===== config.mk =====
export PLATFORM = sky130hd
export DESIGN_NAME = onehot_rr_sched
export DESIGN_NICKNAME = d
export VERILOG_FILES = /design/src/rtl/onehot_rr_sched.sv
export SDC_FILE = /design/constraint.sdc
export NUM_CORES = 1
export LEC_CHECK = 0
export ABC_AREA = 0
export CAP_MARGIN = 40
export CORE_MARGIN = 8
export CORE_UTILIZATION = 30
export DETAILED_ROUTE_END_ITERATION = 6
export PLACE_DENSITY = 0.54
export SETUP_SLACK_MARGIN = 0.15
export SKIP_LAST_GASP = 1
export SLEW_MARGIN = 15
export SYNTH_ARGS = -nofsm -noshare
export SYNTH_HDL_FRONTEND = slang
export SYNTH_SLANG_ARGS = --single-unit

===== constraint.sdc =====
create_clock -name clk -period 1.9 [get_ports clk]
set_input_delay 0.38 -clock clk [delete_from_list [all_inputs] [get_ports clk]]
set_output_delay 0.38 -clock clk [all_outputs]
set_load 0.005 [all_outputs]

===== src/rtl/onehot_rr_sched.sv =====
// Round-robin owner of a one-hot N:1 mux select. Each ownership is followed by
// one all-zero select cycle, so two select bits are never high at once.

module onehot_rr_lane (
  input  logic a,
  input  logic sel,
  output logic y
);
  assign y = a & sel;
endmodule

module onehot_rr_sched #(
  parameter int NUM_REQ  = 4,
  parameter int MAX_HOLD = 8
) (
  input  logic               clk,
  input  logic               reset,
  input  logic [NUM_REQ-1:0] req_i,
  input  logic [NUM_REQ-1:0] done_i,
  input  logic [NUM_REQ-1:0] a_i,
  output logic [NUM_REQ-1:0] gnt_o,
  output logic               busy_o,
  output logic               y_o,
  output logic               y_valid_o
);
  localparam int PW = (NUM_REQ > 1) ? $clog2(NUM_REQ) : 1;
  localparam int HW = (MAX_HOLD > 0) ? $clog2(MAX_HOLD + 1) : 1;

  typedef enum logic {IDLE, GRANT} state_t;

  state_t               state, state_nxt;
  logic [PW-1:0]        ptr, ptr_nxt, own, own_nxt;
  logic [HW-1:0]        hold_cnt, hold_nxt;
  logic [NUM_REQ-1:0]   gnt_nxt, lane_y;
  logic [PW-1:0]        pick, idx;
  logic                 found, rel;

  for (genvar i = 0; i < NUM_REQ; i++) begin : g_lane
    onehot_rr_lane u_lane (.a(a_i[i]), .sel(gnt_o[i]), .y(lane_y[i]));
  end

  // Cyclic scan starting at ptr; the first hit wins.
  always_comb begin
    found = 1'b0;
    pick  = '0;
    idx   = '0;
    for (int k = 0; k < NUM_REQ; k++) begin
      idx = PW'((int'(ptr) + k) % NUM_REQ);
      if (!found && req_i[idx]) begin
        found = 1'b1;
        pick  = idx;
      end
    end
  end

  assign rel = done_i[own] | ~req_i[own] | (hold_cnt == HW'(MAX_HOLD));

  always_comb begin
    state_nxt = state;
    ptr_nxt   = ptr;
    own_nxt   = own;
    hold_nxt  = hold_cnt;
    gnt_nxt   = gnt_o;
    case (state)
      IDLE: begin
        if (found) begin
          state_nxt     = GRANT;
          own_nxt       = pick;
          hold_nxt      = HW'(1);
          gnt_nxt       = '0;
          gnt_nxt[pick] = 1'b1;
        end
      end
      GRANT: begin
        // Release always drops to an all-zero select for one cycle.
        if (rel) begin
          state_nxt = IDLE;
          gnt_nxt   = '0;
          hold_nxt  = '0;
          ptr_nxt   = (own == PW'(NUM_REQ - 1)) ? '0 : own + PW'(1);
        end else begin
          hold_nxt = hold_cnt + HW'(1);
        end
      end
      default: begin
        state_nxt = IDLE;
        gnt_nxt   = '0;
      end
    endcase
  end

  always_ff @(posedge clk) begin
    if (reset) begin
      state     <= IDLE;
      ptr       <= '0;
      own       <= '0;
      hold_cnt  <= '0;
      gnt_o     <= '0;
      busy_o    <= 1'b0;
      y_o       <= 1'b0;
      y_valid_o <= 1'b0;
    end else begin
      state     <= state_nxt;
      ptr       <= ptr_nxt;
      own       <= own_nxt;
      hold_cnt  <= hold_nxt;
      gnt_o     <= gnt_nxt;
      busy_o    <= |gnt_nxt;
      y_o       <= |lane_y;
      y_valid_o <= |gnt_o;
    end
  end
endmodule


==> results of run 1 <==
-- cells in the final DEF (no fill, tap or decap), types with 2 or more instances in the layout --
master / count
a21oi_1: 5
a22oi_1: 2
a41oi_1: 2
buf_4: 16
clkbuf_4: 3
clkdlybuf4s50_1: 16
dfxtp_1: 16
dlygate4sd2_1: 4
ha_1: 3
inv_1: 6
mux2i_1: 2
nand2_1: 7
nand2b_1: 3
nand3_1: 5
nor2_1: 3
nor2b_1: 7
nor3_1: 3
nor4_1: 2
o21ai_0: 2
o32ai_1: 4
-- critical path: stages --
cell and delay (ns):
clkdlybuf4s50_1 0.45, nor2b_1 0.04, mux4_2 0.51, a21boi_4 0.21, mux2_4 0.31
-- flip-flops by register name, summed over array words and instances (netlist names) --
name       count
y_valid_o      1
hold_cnt       4
busy_o         1
ptr            2
y_o            1
state          1
own            2
gnt_o          4
-- metrics by stage --
stage                     worst slack, ns  TNS [ns]  area, um2  total power, W
after floorplan                     0.176         0        867        0.000506
after global placement             -0.169     -1.35       1180        0.000621
after detailed placement           -0.206     -1.61       1180        0.000622
after CTS                           0.177         0       1220        0.000854
after global routing                0.151         0       1220        0.000902
final                               0.179         0       1220        0.000846
-- how the worst min path moves through the flow --
stage / from / endpoint / slack, ns / cells after the start
2_1_floorplan: own[1] / own[1] / 0.46 / 2
3_3_place_gp: hold_cnt[3] / hold_cnt[3] / 0.48 / 2
3_5_place_dp: hold_cnt[1] / hold_cnt[1] / 0.49 / 2
4_1_cts: hold_cnt[1] / hold_cnt[1] / 0.50 / 2
5_1_grt: hold_cnt[1] / hold_cnt[1] / 0.53 / 2
6_report: hold_cnt[1] / hold_cnt[1] / 0.50 / 2
-- area by class of cell --
| type | count | share of cell area, % |
|---|---|---|
| sequential | 16 | 26.2 |
| tap | 31 | 3.17 |
| multi-input combinational | 68 | 40.0 |
| clock buffer | 4 | 2.97 |
| inverter | 6 | 1.84 |
| timing repair buffer | 36 | 25.8 |
-- what timing repair did --
item                                   in CTS  in global routing
pin swaps                                   1                  0
setup endpoints to repair                   2                  1
endpoints found under the hold margin       0                  0
gates resized for setup                     6                  1
-- power by group --
group,internal (W),switching [W]
Combinational,0.000137,0.0000894
Clock,0.000117,0.000114
Sequential,0.000364,0.0000238
Total,0.000618,0.000228
-- per-layer routing --
layer  track usage, %  vias to the layer above
li1                 -                      420
met1             10.5                      380
met2             13.6                       19
met3             2.58                        2
met4             3.35                        0
met5                0                        -
-- cells by family (layout without fill, tap and decap cells) --
kind of cell | Yosys count | after routing
flops | 16 | 16
fa+ha+maj | 3 | 3
simple gates | 39 | 39
buf+inv | 13 | 46
compound gates | 22 | 22
mux | 4 | 4
==> summary.md, run 1 <==
| Metric | Value |
|---|---|
| Layout Utilization | `44.3%` |
| Num CTS Buffers | `3` |
| Leak | `0.475 nW` |
| # port buffers | `20` |
| Min Hold Slack | `0.504 ns` |
| # rows | `19` |
| Fin. Hold Viols | `0` |
| Crit Path Class | `in -> reg` |
| Vias in the first global route | `821` |
| Post-CTS Hold Buffers | `0` |
| IR drop worst, VDD | `0.000327 V` |
| Filler cell count | `299` |
| Area share of xor/xnor cells in the synthesized design | `0%` |
| Unrepaired setup endpoints after global routing | `false` |
| Crit path DAT | `1.91 ns` |
| Worst Tran Pin Value | `0.473 ns` |
| RR Endpoint | `ptr[0]` |
| Placer Congestion | `0.881` |
| Multi-input logic area | `489 um2` |
| Main synth FF type | `dfxtp_1` |
| Clock skew | `0.00179 ns` |
| Simple-Gate Fraction of Synth Area | `25.4%` |
| Initial Util | `31.4%` |
| Max-cap violation count | `0` |
| Largest family of logic cells by synthesized area | `simple AND/OR/NAND/NOR gates` |
| I/O Pins | `21` |
| TritonCTS Sinks | `16` |
| GRT Total Usage | `8.59%` |
| Mux cell area share after synthesis | `6.20%` |
| DR WL/cell | `12.8 um` |
| Part of the cycle the worst path needs | `90.6%` |
| Cells after Synth | `97` |
| Post-synthesis register bit count | `16` |
| DRC | `0` |
| CP startpoint | `done_i[3]` |
| Startpoint Class | `input pin` |
| Routed wl met2 | `979 um` |
| Post-synth top area share | `36.9%` |
| Placed Cells | `157` |
| Reg2Reg Setup Slack | `0.29 ns` |
| Largest net degree at the start of global routing | `11` |
| WL met1 | `949 um` |
| Synth cell types | `37` |
| Outcome | `complete, no violations` |
| Worst Setup End Kind | `register` |
| Cell taking the most area after synthesis | `dfxtp_1` |
| Peak Freq | `581 MHz` |
| Dominant cells by area after synthesis | `dfxtp_1 37%, nor2b_1 5.1%, ha_1 4.3%` |
| Clock Path Buffers | `2` |
| CP Capture Point | `ptr[0]` |
| YS warnings | `0` |
| Finished Layout Cells | `161` |
| Worst R2R Start | `own[0]` |
| Die Wd | `69.8 um` |
| Metal3 WL | `124 um` |
| Setup bufs post-CTS | `0` |
| Detailed placement HPWL | `1700 um` |
| N_diodes | `0` |
| Sequential cell area | `320 um2` |
| Synth Area in Adders | `4.33%` |
| Most common cell in the netlist | `dfxtp_1` |
| CTS tree | `done` |
| Core ar. | `2760 um2` |
| Hold WC Path Type | `reg -> reg` |
| Final WL | `2070 um` |
| Synth Area in Compound Gates | `19.6%` |
| R2r worst-path depth | `3` |
| Synth Area per Inst | `8.94 um2` |
| Vias | `821` |
| PwrDens | `692 nW/um2` |
| Mapped Area | `867 um2` |
| Top sig layer | `met4` |
| Post-synth EDFFs | `0` |
| Clk_lat worst skew | `0.29 ns` |
| Syn-to-layout area delta | `41.0%` |
| Antenna violations before repair | `0` |
| WP data required | `2.08 ns` |
| DIE AREA | `4870 um2` |
| Worst-path clk slew | `0.10 ns` |
| Die Ht | `69.8 um` |
| Final ANT Viol Nets | `0` |
| # setup viols final | `0` |
| Critical path peak fanout | `3` |
| Depth of the CTS H-tree | `1` |
| Worst slew margin | `68.2%` |
| Min Tclk post-route | `1.72 ns` |
| Share of layout cells above drive strength 1 | `20.0%` |
| GR Overflow Total | `0` |
| Vias per inst | `5.10` |
| List of most frequent post-synthesis cells | `16 x dfxtp_1, 7 x nand2_1, 7 x nor2b_1` |
| Post-Syn Nets | `114` |
| Async S/R FF share, synth | `0%` |
| Drt first pass iters | `4` |
| Initial drt markers | `19` |
| Root Driver | `clkbuf_4` |
| Sequential area share after synthesis | `36.9%` |
| Final Slew Violations | `0` |
| First-pass GRT wire length | `3590 um` |
| Layout Nets | `148` |
No activity file was read; power rests on OpenSTA's default activity.
==> run 2, diff against run 1 <==
- GPL_TIMING_DRIVEN: unset -> 0
- SKIP_CTS_REPAIR_TIMING: unset -> 1
==> summary.md, run 2 (synthesized netlist as in run 1, its figures left out) <==
| Metric | Value |
|---|---|
| DP Worst Slack | `-0.522 ns (-0.316 ns)` |
| Slowest CP cell | `mux4_2` |
| Antenna violations before repair | `0 (unchanged)` |
| # rows | `19 (unchanged)` |
| Die Ht | `69.8 um (unchanged)` |
| Largest regs | `gnt_o (4), hold_cnt (4)` |
| Vias per inst | `5.22 (+2.4%)` |
| Num CTS Buffers | `3 (unchanged)` |
| Critical path peak fanout | `6 (+3)` |
| CTS tree | `done` |
| Largest net degree at the start of global routing | `11 (unchanged)` |
| Clock Path Buffers | `2 (unchanged)` |
| Initial drt markers | `6 (-13)` |
| Worst slew margin | `66.9% (-1.3 points)` |
| Most common cell after layout, fill and taps aside | `dfxtp_1` |
| Placer Congestion | `0.741 (-16%)` |
| Crit Path Class | `reg -> reg` |
| # port buffers | `20 (unchanged)` |
| IR drop worst, VDD | `0.000400 V (+22%)` |
| Worst Tran Pin Value | `0.492 ns (+0.0187 ns)` |
| N_diodes | `0 (unchanged)` |
| Part of the cycle the worst path needs | `88.7% (-1.9 points)` |
| Final WS setup | `0.215 ns (+0.0354 ns)` |
| Vias in the first global route | `816 (-0.61%)` |
| Drt first pass iters | `4 (unchanged)` |
| Unrepaired setup endpoints after global routing | `false` |
| TNS Setup | `0 ns (unchanged)` |
| DRC | `0 (unchanged)` |
| Final Slew Violations | `0 (unchanged)` |
| GRT Total Usage | `8.79% (+0.20 points)` |
| Peak Freq | `593 MHz (+2.1%)` |
| GR Overflow Total | `0 (unchanged)` |
| Crit-path cells | `mux4_2 -> a21boi_4 -> mux2_4` |
| Most frequent cells in the layout | `15 x dfxtp_1, 12 x clkdlybuf4s50_1, 8 x buf_4, 8 x dlymetal6s2s_1` |
| # setup viols final | `0 (unchanged)` |
| Finished Layout Cells | `157 (-2.5%)` |
| Startpoint Class | `register` |
| Leak | `0.518 nW (+8.9%)` |
| Hold WC Path Type | `reg -> reg` |
| Max incr delay on CP | `0.59 ns (+0.08 ns)` |
| Final ANT Viol Nets | `0 (unchanged)` |
| TritonCTS Sinks | `16 (unchanged)` |
| Core ar. | `2760 um2 (unchanged)` |
| Clk_lat worst skew | `0.29 ns (about the same)` |
| Pwr Total | `0.000846 W (about the same)` |
| CP delay by family, top | `multiplexers` |
| Fin. Hold Viols | `0 (unchanged)` |
| Crit path DAT | `1.88 ns (-0.03 ns)` |
| Detailed placement HPWL | `1650 um (-3.3%)` |
| Outcome | `complete, no violations` |
| Min Tclk post-route | `1.69 ns (-0.0354 ns)` |
| Clock skew | `0.00706 ns (+0.00527 ns)` |
| DR WL/cell | `13.9 um (+8.3%)` |
| DIE AREA | `4870 um2 (unchanged)` |
| Depth of the CTS H-tree | `1 (unchanged)` |
| Cell Area, Placed | `1110 um2 (-6.6%)` |
| Layout Nets | `144 (-2.7%)` |
| Max-cap violation count | `0 (unchanged)` |
| Worst-path clk slew | `0.11 ns (about the same)` |
| Vias | `820 (-0.12%)` |
| Root Driver | `clkbuf_4` |
| Die Wd | `69.8 um (unchanged)` |
| PwrDens | `700 nW/um2 (+1.2%)` |
| Worst Setup End Kind | `register` |
| Initial Util | `31.4% (unchanged)` |
| Syn-to-layout area delta | `39.4%` |
| First-pass GRT wire length | `3640 um (+1.2%)` |
| Placed Cells | `148 (-5.7%)` |
| Final WL | `2180 um (+5.6%)` |
| I/O Pins | `21 (unchanged)` |
| Worst Path Buf+Inv | `0 (-1)` |
| WP data required | `2.09 ns (about the same)` |
| Final instance area | `1210 um2 (-1.1%)` |
| Share of layout cells above drive strength 1 | `15.9% (-4.1 points)` |
[run 2: worst reg2reg max path: stages (launching register included)]
cell,delay [ns]
dfxtp_2,0.37
mux4_2,0.59
a21boi_4,0.30
mux2_4,0.33
[run 2: area by class of cell]
cell class	instances	area, um2
multi-input combinational	68	485
inverter	6	22.5
clock buffer	4	36.3
tap	31	38.8
fill	276	1550
sequential	16	322
timing repair buffer	25	262
buffer	7	42.5
[run 2: power by group]
part / internal, W / switching, W
clock: 0.000117 / 0.000119
combinational: 0.000130 / 0.0000935
sequential: 0.000365 / 0.0000222
[run 2: worst paths after layout]
path         startpoint  endpoint  slack, ns  depth (start not counted)
min              own[1]    own[1]       0.52                          2
max              own[0]    ptr[0]       0.21                          3
max reg2reg      own[0]    ptr[0]       0.21                          3
min reg2reg      own[1]    own[1]       0.52                          2
[run 2: through the flow]
| step | hold WS, ns | util, % |
|---|---|---|
| after floorplan | 0.458 | - |
| after global placement | 0.480 | 40.1 |
| after detailed placement | 0.501 | 40.1 |
| after CTS | 0.515 | 41.4 |
| after global routing | 0.540 | 43.8 |
| final | 0.518 | 43.8 |
[run 2: metal layers]
layer | GRT usage (%) | share of wire (%)
met4 | 4.46 | 1.3
met5 | 0 | 0
met3 | 3.43 | 5.6
met2 | 14.6 | 47
met1 | 9.39 | 46
==> run 3, diff against run 2 <==
- CAP_MARGIN: 40 -> 20
- PLACE_DENSITY: 0.54 -> unset
==> summary.md, run 3 (synthesized netlist as in run 1, its figures left out) <==
| Metric | Value |
|---|---|
| Outcome | `complete, no violations` |
| N_diodes | `0 (unchanged)` |
| Layout Utilization | `43.8% (-0.045 points)` |
| Max incr delay on CP | `0.57 ns (-0.02 ns)` |
| Die Wd | `69.8 um (unchanged)` |
| Final WL | `2200 um (+0.92%)` |
| Unrepaired setup endpoints after global routing | `false` |
| I/O Pins | `21 (unchanged)` |
| Vias | `816 (-0.49%)` |
| Hold WC Path Type | `reg -> reg` |
| Antenna violations before repair | `0 (unchanged)` |
| Clock skew | `0.000426 ns (-0.00663 ns)` |
| Worst-path clk slew | `0.10 ns (about the same)` |
| Most common cell after layout, fill and taps aside | `dfxtp_1` |
| Detailed placement HPWL | `1650 um (about the same)` |
| Layout Nets | `142 (-1.4%)` |
| Min Hold Slack | `0.508 ns (-0.00969 ns)` |
| Final instance area | `1210 um2 (-0.10%)` |
| IR drop worst, VDD | `0.000430 V (+7.3%)` |
| Worst Setup End Kind | `register` |
| Largest regs | `gnt_o (4), hold_cnt (4)` |
| Placer Congestion | `0.790 (+6.6%)` |
| Vias in the first global route | `825 (+1.1%)` |
| Depth of the CTS H-tree | `1 (unchanged)` |
| Worst slew margin | `61.1% (-5.8 points)` |
| Crit-path cells | `mux4_2 -> a21boi_4 -> mux2_4` |
| Drt first pass iters | `4 (unchanged)` |
| Largest net degree at the start of global routing | `11 (unchanged)` |
| Vias per inst | `5.26 (+0.80%)` |
| Crit path DAT | `1.89 ns (about the same)` |
| Leak | `0.510 nW (-1.5%)` |
| Max-cap violation count | `0 (unchanged)` |
| Fin. Hold Viols | `0 (unchanged)` |
| Placed Cells | `148 (unchanged)` |
| Most frequent cells in the layout | `16 x dfxtp_1, 12 x clkdlybuf4s50_1, 8 x dlymetal6s2s_1` |
| Peak Freq | `586 MHz (-1.2%)` |
| Min Tclk post-route | `1.71 ns (+0.0211 ns)` |
| PwrDens | `698 nW/um2 (-0.32%)` |
| GRT Total Usage | `8.59% (-0.20 points)` |
| CTS tree | `done` |
| # port buffers | `20 (unchanged)` |
| Clk_lat worst skew | `0.29 ns (about the same)` |
| Slowest CP cell | `mux4_2` |
| Die Ht | `69.8 um (unchanged)` |
| TritonCTS Sinks | `16 (unchanged)` |
| Startpoint Class | `register` |
| Clock Path Buffers | `2 (unchanged)` |
| Crit Path Class | `reg -> reg` |
| Initial drt markers | `26 (+20)` |
| Filler cell count | `270 (-2.2%)` |
| Num CTS Buffers | `3 (unchanged)` |
| Syn-to-layout area delta | `39.2%` |
| Cell Area, Placed | `1110 um2 (unchanged)` |
| Final ANT Viol Nets | `0 (unchanged)` |
| Part of the cycle the worst path needs | `89.8% (+1.1 points)` |
| GR Overflow Total | `0 (unchanged)` |
| DRC | `0 (unchanged)` |
| DR WL/cell | `14.2 um (+2.2%)` |
| Pwr Total | `0.000843 W (-0.42%)` |
| WP data required | `2.09 ns (about the same)` |
| Worst Tran Pin Value | `0.578 ns (+0.0864 ns)` |
| Core ar. | `2760 um2 (unchanged)` |
| # setup viols final | `0 (unchanged)` |
| Final Slew Violations | `0 (unchanged)` |
| Finished Layout Cells | `155 (-1.3%)` |
| First-pass GRT wire length | `3540 um (-2.7%)` |
| DIE AREA | `4870 um2 (unchanged)` |
| Root Driver | `clkbuf_4` |
| Initial Util | `31.4% (unchanged)` |
| # rows | `19 (unchanged)` |
| Critical path peak fanout | `5 (-1)` |
| Share of layout cells above drive strength 1 | `15.3% (-0.55 points)` |
## run 3: cell count changes in the layout (fill, tap and decap cells not counted)
cell,delta
dfxtp_2,-1
dfxtp_1,+1
o32ai_1,-2
buf_4,-2
o32ai_2,+2
## run 3: power breakdown
part | leakage (nW) | total (W) | switching (W) | internal, W
Combinational | 0.358 | 0.000223 | 0.0000965 | 0.000127
Clock | 0.0210 | 0.000232 | 0.000115 | 0.000117
Sequential | 0.131 | 0.000387 | 0.0000229 | 0.000364
Total | 0.510 | 0.000843 | 0.000235 | 0.000608
## run 3: worst paths after layout
kind         slack [ns]          end  cells after the start        start
min                0.51  hold_cnt[3]                      2  hold_cnt[3]
max reg2reg        0.19       ptr[0]                      3       own[0]
max                0.19       ptr[0]                      3       own[0]
min reg2reg        0.51  hold_cnt[3]                      2  hold_cnt[3]
## run 3: cell type report
cell class	count	area, um2	area share (%)
well taps	31	38.8	3.21
multi-input cells	68	500	41.5
inverters	6	22.5	1.87
flip-flops and latches	16	320	26.5
clock buffers	4	36.3	3.01
repair buffers	23	246	20.4
plain buffers	7	42.5	3.52
## run 3: critical path: cells and delay by family (launching register included)
| kind | cells | cell delay, ns |
|---|---|---|
| mux | 2 | 0.90 |
| flops | 1 | 0.42 |
| compound gates | 1 | 0.28 |
## run 3: layer usage
metal / GRT usage [%] / vias to the layer above / part of all wire [%]
met5: 0 / - / 0
met4: 3.13 / 0 / 1.0
met3: 4.15 / 4 / 7.0
met2: 14.3 / 28 / 47
met1: 9.14 / 376 / 45
li1: - / 408 / -
## run 3: stage by stage
| stage | setup slack, ns | setup TNS (ns) |
|---|---|---|
| 6_report | 0.194 | 0 |
| 3_5_place_dp | -0.520 | -3.71 |
| 4_1_cts | -0.197 | -0.254 |
| 3_3_place_gp | -0.498 | -3.31 |
| 2_1_floorplan | 0.176 | 0 |
| 5_1_grt | 0.158 | 0 |
